### src/rtl/fifo_pkg.sv
// Shared defaults and sizing helpers for the synchronous threshold FIFO.
package fifo_pkg;

    localparam int DEF_DATA_SIZE = 8;
    localparam int DEF_MAIN_SIZE = 4;

    // Occupancy needs one extra bit so that a completely full FIFO (DEPTH) is representable.
    function automatic int occ_width(input int main_size);
        return main_size + 1;
    endfunction

endpackage

### src/rtl/fifo_mem_dp.sv
// DEPTH x DATA_SIZE storage: one synchronous write port, one synchronous read port, no reset.
module fifo_mem_dp
    import fifo_pkg::*;
#(
    parameter int DATA_SIZE = DEF_DATA_SIZE,
    parameter int MAIN_SIZE = DEF_MAIN_SIZE
) (
    input  logic                 clk,
    input  logic                 wr_en,
    input  logic [MAIN_SIZE-1:0] wr_addr,
    input  logic [DATA_SIZE-1:0] wr_data,
    input  logic                 rd_en,
    input  logic [MAIN_SIZE-1:0] rd_addr,
    output logic [DATA_SIZE-1:0] rd_data
);

    localparam int DEPTH = 2 ** MAIN_SIZE;

    logic [DATA_SIZE-1:0] mem [DEPTH];

    // Read returns the old contents when both ports hit the same address.
    always_ff @(posedge clk) begin
        if (wr_en) begin
            mem[wr_addr] <= wr_data;
        end
        if (rd_en) begin
            rd_data <= mem[rd_addr];
        end
    end

endmodule

### src/rtl/fifo_sync_thresh.sv
// Synchronous FIFO with internal pointers, occupancy count, programmable
// almost-full/almost-empty thresholds and one-cycle overflow/underflow pulses.
module fifo_sync_thresh
    import fifo_pkg::*;
#(
    parameter int DATA_SIZE = DEF_DATA_SIZE,
    parameter int MAIN_SIZE = DEF_MAIN_SIZE
) (
    input  logic                              clk,
    input  logic                              reset,
    input  logic                              write,
    input  logic                              read,
    input  logic [DATA_SIZE-1:0]              data_in,
    input  logic [occ_width(MAIN_SIZE)-1:0]   af_th,
    input  logic [occ_width(MAIN_SIZE)-1:0]   ae_th,
    output logic [DATA_SIZE-1:0]              data_out,
    output logic                              valid_out,
    output logic [occ_width(MAIN_SIZE)-1:0]   fifo_count,
    output logic                              full,
    output logic                              empty,
    output logic                              almost_full,
    output logic                              almost_empty,
    output logic                              overflow_err,
    output logic                              underflow_err
);

    localparam int CW    = occ_width(MAIN_SIZE);
    localparam int DEPTH = 2 ** MAIN_SIZE;
    localparam logic [CW-1:0]        DEPTH_C = CW'(DEPTH);
    localparam logic [CW-1:0]        CNT_ONE = CW'(1);
    localparam logic [MAIN_SIZE-1:0] PTR_ONE = MAIN_SIZE'(1);

    // Handshake: write/read are requests sampled on each rising edge. A push is
    // accepted when not full or when a pop is accepted on the same edge; a pop is
    // accepted when not empty. valid_out is high for exactly the cycle after an
    // accepted pop and qualifies data_out; rejected requests raise an error pulse.

    logic [MAIN_SIZE-1:0] wr_ptr;
    logic [MAIN_SIZE-1:0] rd_ptr;
    logic [CW-1:0]        count_q;
    logic [DATA_SIZE-1:0] rd_data;
    logic                 out_zero;
    logic                 push_acc;
    logic                 pop_acc;

    assign full         = (count_q == DEPTH_C);
    assign empty        = (count_q == '0);
    assign almost_full  = (count_q >= af_th);
    assign almost_empty = (count_q <= ae_th);
    assign fifo_count   = count_q;

    assign pop_acc  = read && !empty;
    assign push_acc = write && (!full || pop_acc);

    fifo_mem_dp #(
        .DATA_SIZE (DATA_SIZE),
        .MAIN_SIZE (MAIN_SIZE)
    ) u_mem (
        .clk     (clk),
        .wr_en   (push_acc),
        .wr_addr (wr_ptr),
        .wr_data (data_in),
        .rd_en   (pop_acc),
        .rd_addr (rd_ptr),
        .rd_data (rd_data)
    );

    // The storage has no reset, so data_out reads as zero until the first pop after reset.
    assign data_out = out_zero ? '0 : rd_data;

    always_ff @(posedge clk or negedge reset) begin
        if (!reset) begin
            wr_ptr        <= '0;
            rd_ptr        <= '0;
            count_q       <= '0;
            valid_out     <= 1'b0;
            overflow_err  <= 1'b0;
            underflow_err <= 1'b0;
            out_zero      <= 1'b1;
        end else begin
            if (push_acc) begin
                wr_ptr <= wr_ptr + PTR_ONE;
            end
            if (pop_acc) begin
                rd_ptr   <= rd_ptr + PTR_ONE;
                out_zero <= 1'b0;
            end
            case ({push_acc, pop_acc})
                2'b10:   count_q <= count_q + CNT_ONE;
                2'b01:   count_q <= count_q - CNT_ONE;
                default: count_q <= count_q;
            endcase
            valid_out     <= pop_acc;
            overflow_err  <= write && full && !pop_acc;
            underflow_err <= read && empty;
        end
    end

endmodule
### config.mk
export PLATFORM = sky130hd
export DESIGN_NAME = fifo_sync_thresh
export DESIGN_NICKNAME = d
export VERILOG_FILES = /design/src/rtl/fifo_pkg.sv /design/src/rtl/fifo_mem_dp.sv /design/src/rtl/fifo_sync_thresh.sv
export SDC_FILE = /design/constraint.sdc
export NUM_CORES = 1
export LEC_CHECK = 0
export CORE_UTILIZATION = 35
export DETAILED_ROUTE_END_ITERATION = 8
export PLACE_DENSITY = 0.58
export SLEW_MARGIN = 10
export SYNTH_ARGS = -nofsm -noshare
export SYNTH_HDL_FRONTEND = slang
export SYNTH_SLANG_ARGS = --single-unit
### constraint.sdc
create_clock -name clk -period 2.4 [get_ports clk]
set_clock_uncertainty 0.2 [all_clocks]
set_input_delay 0.6 -clock clk [delete_from_list [all_inputs] [get_ports clk]]
set_output_delay 0.6 -clock clk [all_outputs]
set_load 0.01 [all_outputs]
==> results.sh <==
export IMPL_outcome="complete, but fails checks"
export IMPL_violations="negative setup slack"
export IMPL_number_of_antenna_violations_at_the_first_check_in_global_routing=0
export IMPL_ir_worst_vdd_v=0.000665
export IMPL_grt_total_usage=0.160
export IMPL_num_io_pins=42
export IMPL_timing_critical_path_fanout_max=2
export IMPL_die_w_um=137
export IMPL_p_leak_nw=3.03
export IMPL_worstSetupEndpointType="output pin"
export IMPL_post_synth_instance_area_um2=6370
export IMPL_syn2layout_area_growth_pct=28.1
export IMPL_cp_slowest_cell="clkdlybuf4s50_1"
export IMPL_postSynth_topFlopCell="edfxtp_1"
export IMPL_die_area_um2=18700
export IMPL_cp_cell_sequence="clkdlybuf4s50_1 -> inv_1 -> ha_4 -> nand4_1 -> mux2i_1 -> a21o_1 -> buf_2"
export IMPL_final_max_slew_viol_count=0
export IMPL_drtIter0Drc=216
export IMPL_post_route_cells_drive_above_1_share=0.329
export IMPL_rsz_0062_raised_after_global_routing="yes"
export IMPL_ant_nets=0
export IMPL_drt_drc_violations_left=0
export IMPL_finalHoldViolations=0
export IMPL_core_box_area_um2=17500
export IMPL_clk_latency_ps=420
export IMPL_critPathRequiredTime_ps=1600
export IMPL_crit_path_start_kind="input pin"
export IMPL_synthMostInstantiatedCell="edfxtp_1"
export IMPL_nets_in_the_synthesized_netlist=403
export IMPL_cellPowerDensity_nw_per_um2=1150
export IMPL_avgViaCountPerCell=4.98
export IMPL_final_core_util=0.465
export IMPL_overflow=0
export IMPL_finalCritPeriodShare=1.09
export IMPL_yosys_top_cells_count="edfxtp_1, mux4_2, nand2_1, nor2_1"
export IMPL_finish_net_count=502
export IMPL_synthesis_yosys_warnings=0
export IMPL_ys_seq_area_frac=0.709
export IMPL_clock_fmax_ghz=0.381
export IMPL_port_buffers=41
export IMPL_cts_htree_levels=4
export IMPL_via_count=3483
export IMPL_grt_pass1_wl_um=20800
export IMPL_synth_area_top_cells="edfxtp_1, mux4_2, dfrtp_1"
export IMPL_rows=48
export IMPL_routed_wirelength_um=13800
export IMPL_max_stage_delay_ps=460
export IMPL_path_class="input pin to output pin"
export IMPL_timing_final_ws_setup_ps=-227
export IMPL_hold_path_class="input pin to asynchronous set/reset pin"
export IMPL_cts_sink_count=153
export IMPL_floorplan_initialDensity=0.363
export IMPL_postSynth_asyncResetShare=0.111
export IMPL_clock_path_buffers=2
export IMPL_clk_pin_slew_ps=60
export IMPL_grt_pass1_vias=3580
export IMPL_cts_tree="yes"
export IMPL_cts_root_buffer="clkbuf_16"
export IMPL_finalWeightedCongestion=0.811
export IMPL_synth_ff_latch_count=153
export IMPL_dp_hpwl_um=8750
export IMPL_timing_max_slew_rel_slack=0.546
export IMPL_post_synth_top_area_cell="edfxtp_1"
export IMPL_critical_path_arrival_ps=1830
export IMPL_unique_masters_post_synth=44
export IMPL_number_of_flops_mapped_to_enable_cells_by_yosys=136
export IMPL_wl_per_cell_um=19.7
export IMPL_worstMarginPinSlew_ps=678
export IMPL_total_power_mw=9.42
export IMPL_antenna_diode_count=0
export IMPL_finalWorstPathRequiredPeriod_ps=2630
export IMPL_setup_tns_final_ps=-724
export IMPL_drt_pass1_iter_count=4
export IMPL_yosys_area_top_type_share=0.642
export IMPL_cts_made_buffers=17
export IMPL_report_final_setup_viol=6
export IMPL_die_y_um=137
export IMPL_syn_avg_cell_area_um2=17.4
export IMPL_cap_viol_max_count=0
export IMPL_grt_max_degree=36
export IMPL_synthCells=365
-- cell usage in the layout, fill, tap and decap left out, types with 9 or more instances in the layout --
| cell type | count |
|---|---|
| dfrtp_1 | 12 |
| dlymetal6s2s_1 | 9 |
| nor2b_1 | 12 |
| nor2_1 | 19 |
| buf_4 | 52 |
| mux4_2 | 32 |
| ha_1 | 11 |
| clkbuf_16 | 17 |
| inv_1 | 13 |
| nand2_1 | 18 |
| edfxtp_1 | 136 |
| clkdlybuf4s50_1 | 20 |
| a22oi_1 | 16 |
-- worst paths after layout --
check	from	endpoint	slack [ps]	cells past startpoint
setup / recovery	ae_th[3]	almost_empty	-230	7
hold / removal	reset	underflow_err	310	2
setup reg to reg	fifo_count[0]	fifo_count[2]	-150	9
hold reg to reg	rd_ptr[3]	rd_ptr[3]	350	1
max in group asynchronous	reset	out_zero	1410	2
min in group clk	rd_ptr[3]	rd_ptr[3]	350	1
-- area by class of cell --
class                      count  area [µm²]
fill                        1494        9380
sequential                   153        4520
multi-input combinational    176        1850
timing repair buffer          99         893
clock buffer                  17         425
tap                          225         282
clock inverter                12         126
inverter                      17        63.8
-- sequential cells by signal, summed over array words and instances, names as in the netlist --
name	cells
underflow_err	1
rd_ptr	4
out_zero	1
u_mem.mem	128
valid_out	1
wr_ptr	4
overflow_err	1
u_mem.rd_data	8
fifo_count	5
-- cell families (layout without fill, tap and decap cells) --
| logic type | Yosys count | count (layout) | synth area share |
|---|---|---|---|
| buffers and inverters | 36 | 145 | 0.0230 |
| DFF | 153 | 153 | 0.709 |
| and+or+nand+nor | 76 | 76 | 0.0617 |
| AOI/OAI and AO/OA | 40 | 40 | 0.0446 |
| xor gates and xnor gates | 8 | 8 | 0.0110 |
| muxes | 36 | 36 | 0.120 |
| adders and majority gates | 16 | 16 | 0.0314 |
-- power breakdown --
part | switching, mW | internal [mW]
sequential | 0.239 | 3.37
combinational | 1.67 | 1.62
clock | 1.01 | 1.51
-- per-stage QoR --
stage	area, µm²	hold WS, ps	std cells	worst slack [ps]
finish	8160	311	699	-227
CTS	8050	292	695	-242
floorplan	6410	104	365	-250
detailed placement	7360	341	654	-883
global placement	7360	340	654	-898
global route	8160	314	699	-284
-- per-layer routing --
metal | up-vias | GRT usage | wire length (µm)
li1 | 1618 | - | -
met1 | 1785 | 0.217 | 6320
met2 | 63 | 0.248 | 6680
met3 | 17 | 0.0411 | 564
met4 | 0 | 0.0586 | 191
met5 | - | 0 | 0
-- worst max-delay path: cells and delay by family --
kind                       cells  cell delay, ps
adders and majority gates      1             260
muxes                          1             140
AOI/OAI and AO/OA              1             100
buffers and inverters          3             640
and+or+nand+nor                1              90
-- what timing repair did --
item,in CTS,in global routing
setup buffers,13,5
hold endpoints to repair,0,0
hold buffers,0,0
pin swaps,12,6
endpoints found under the setup margin,9,16
gates resized for setup,40,21
(Power assumes the default switching activity.)
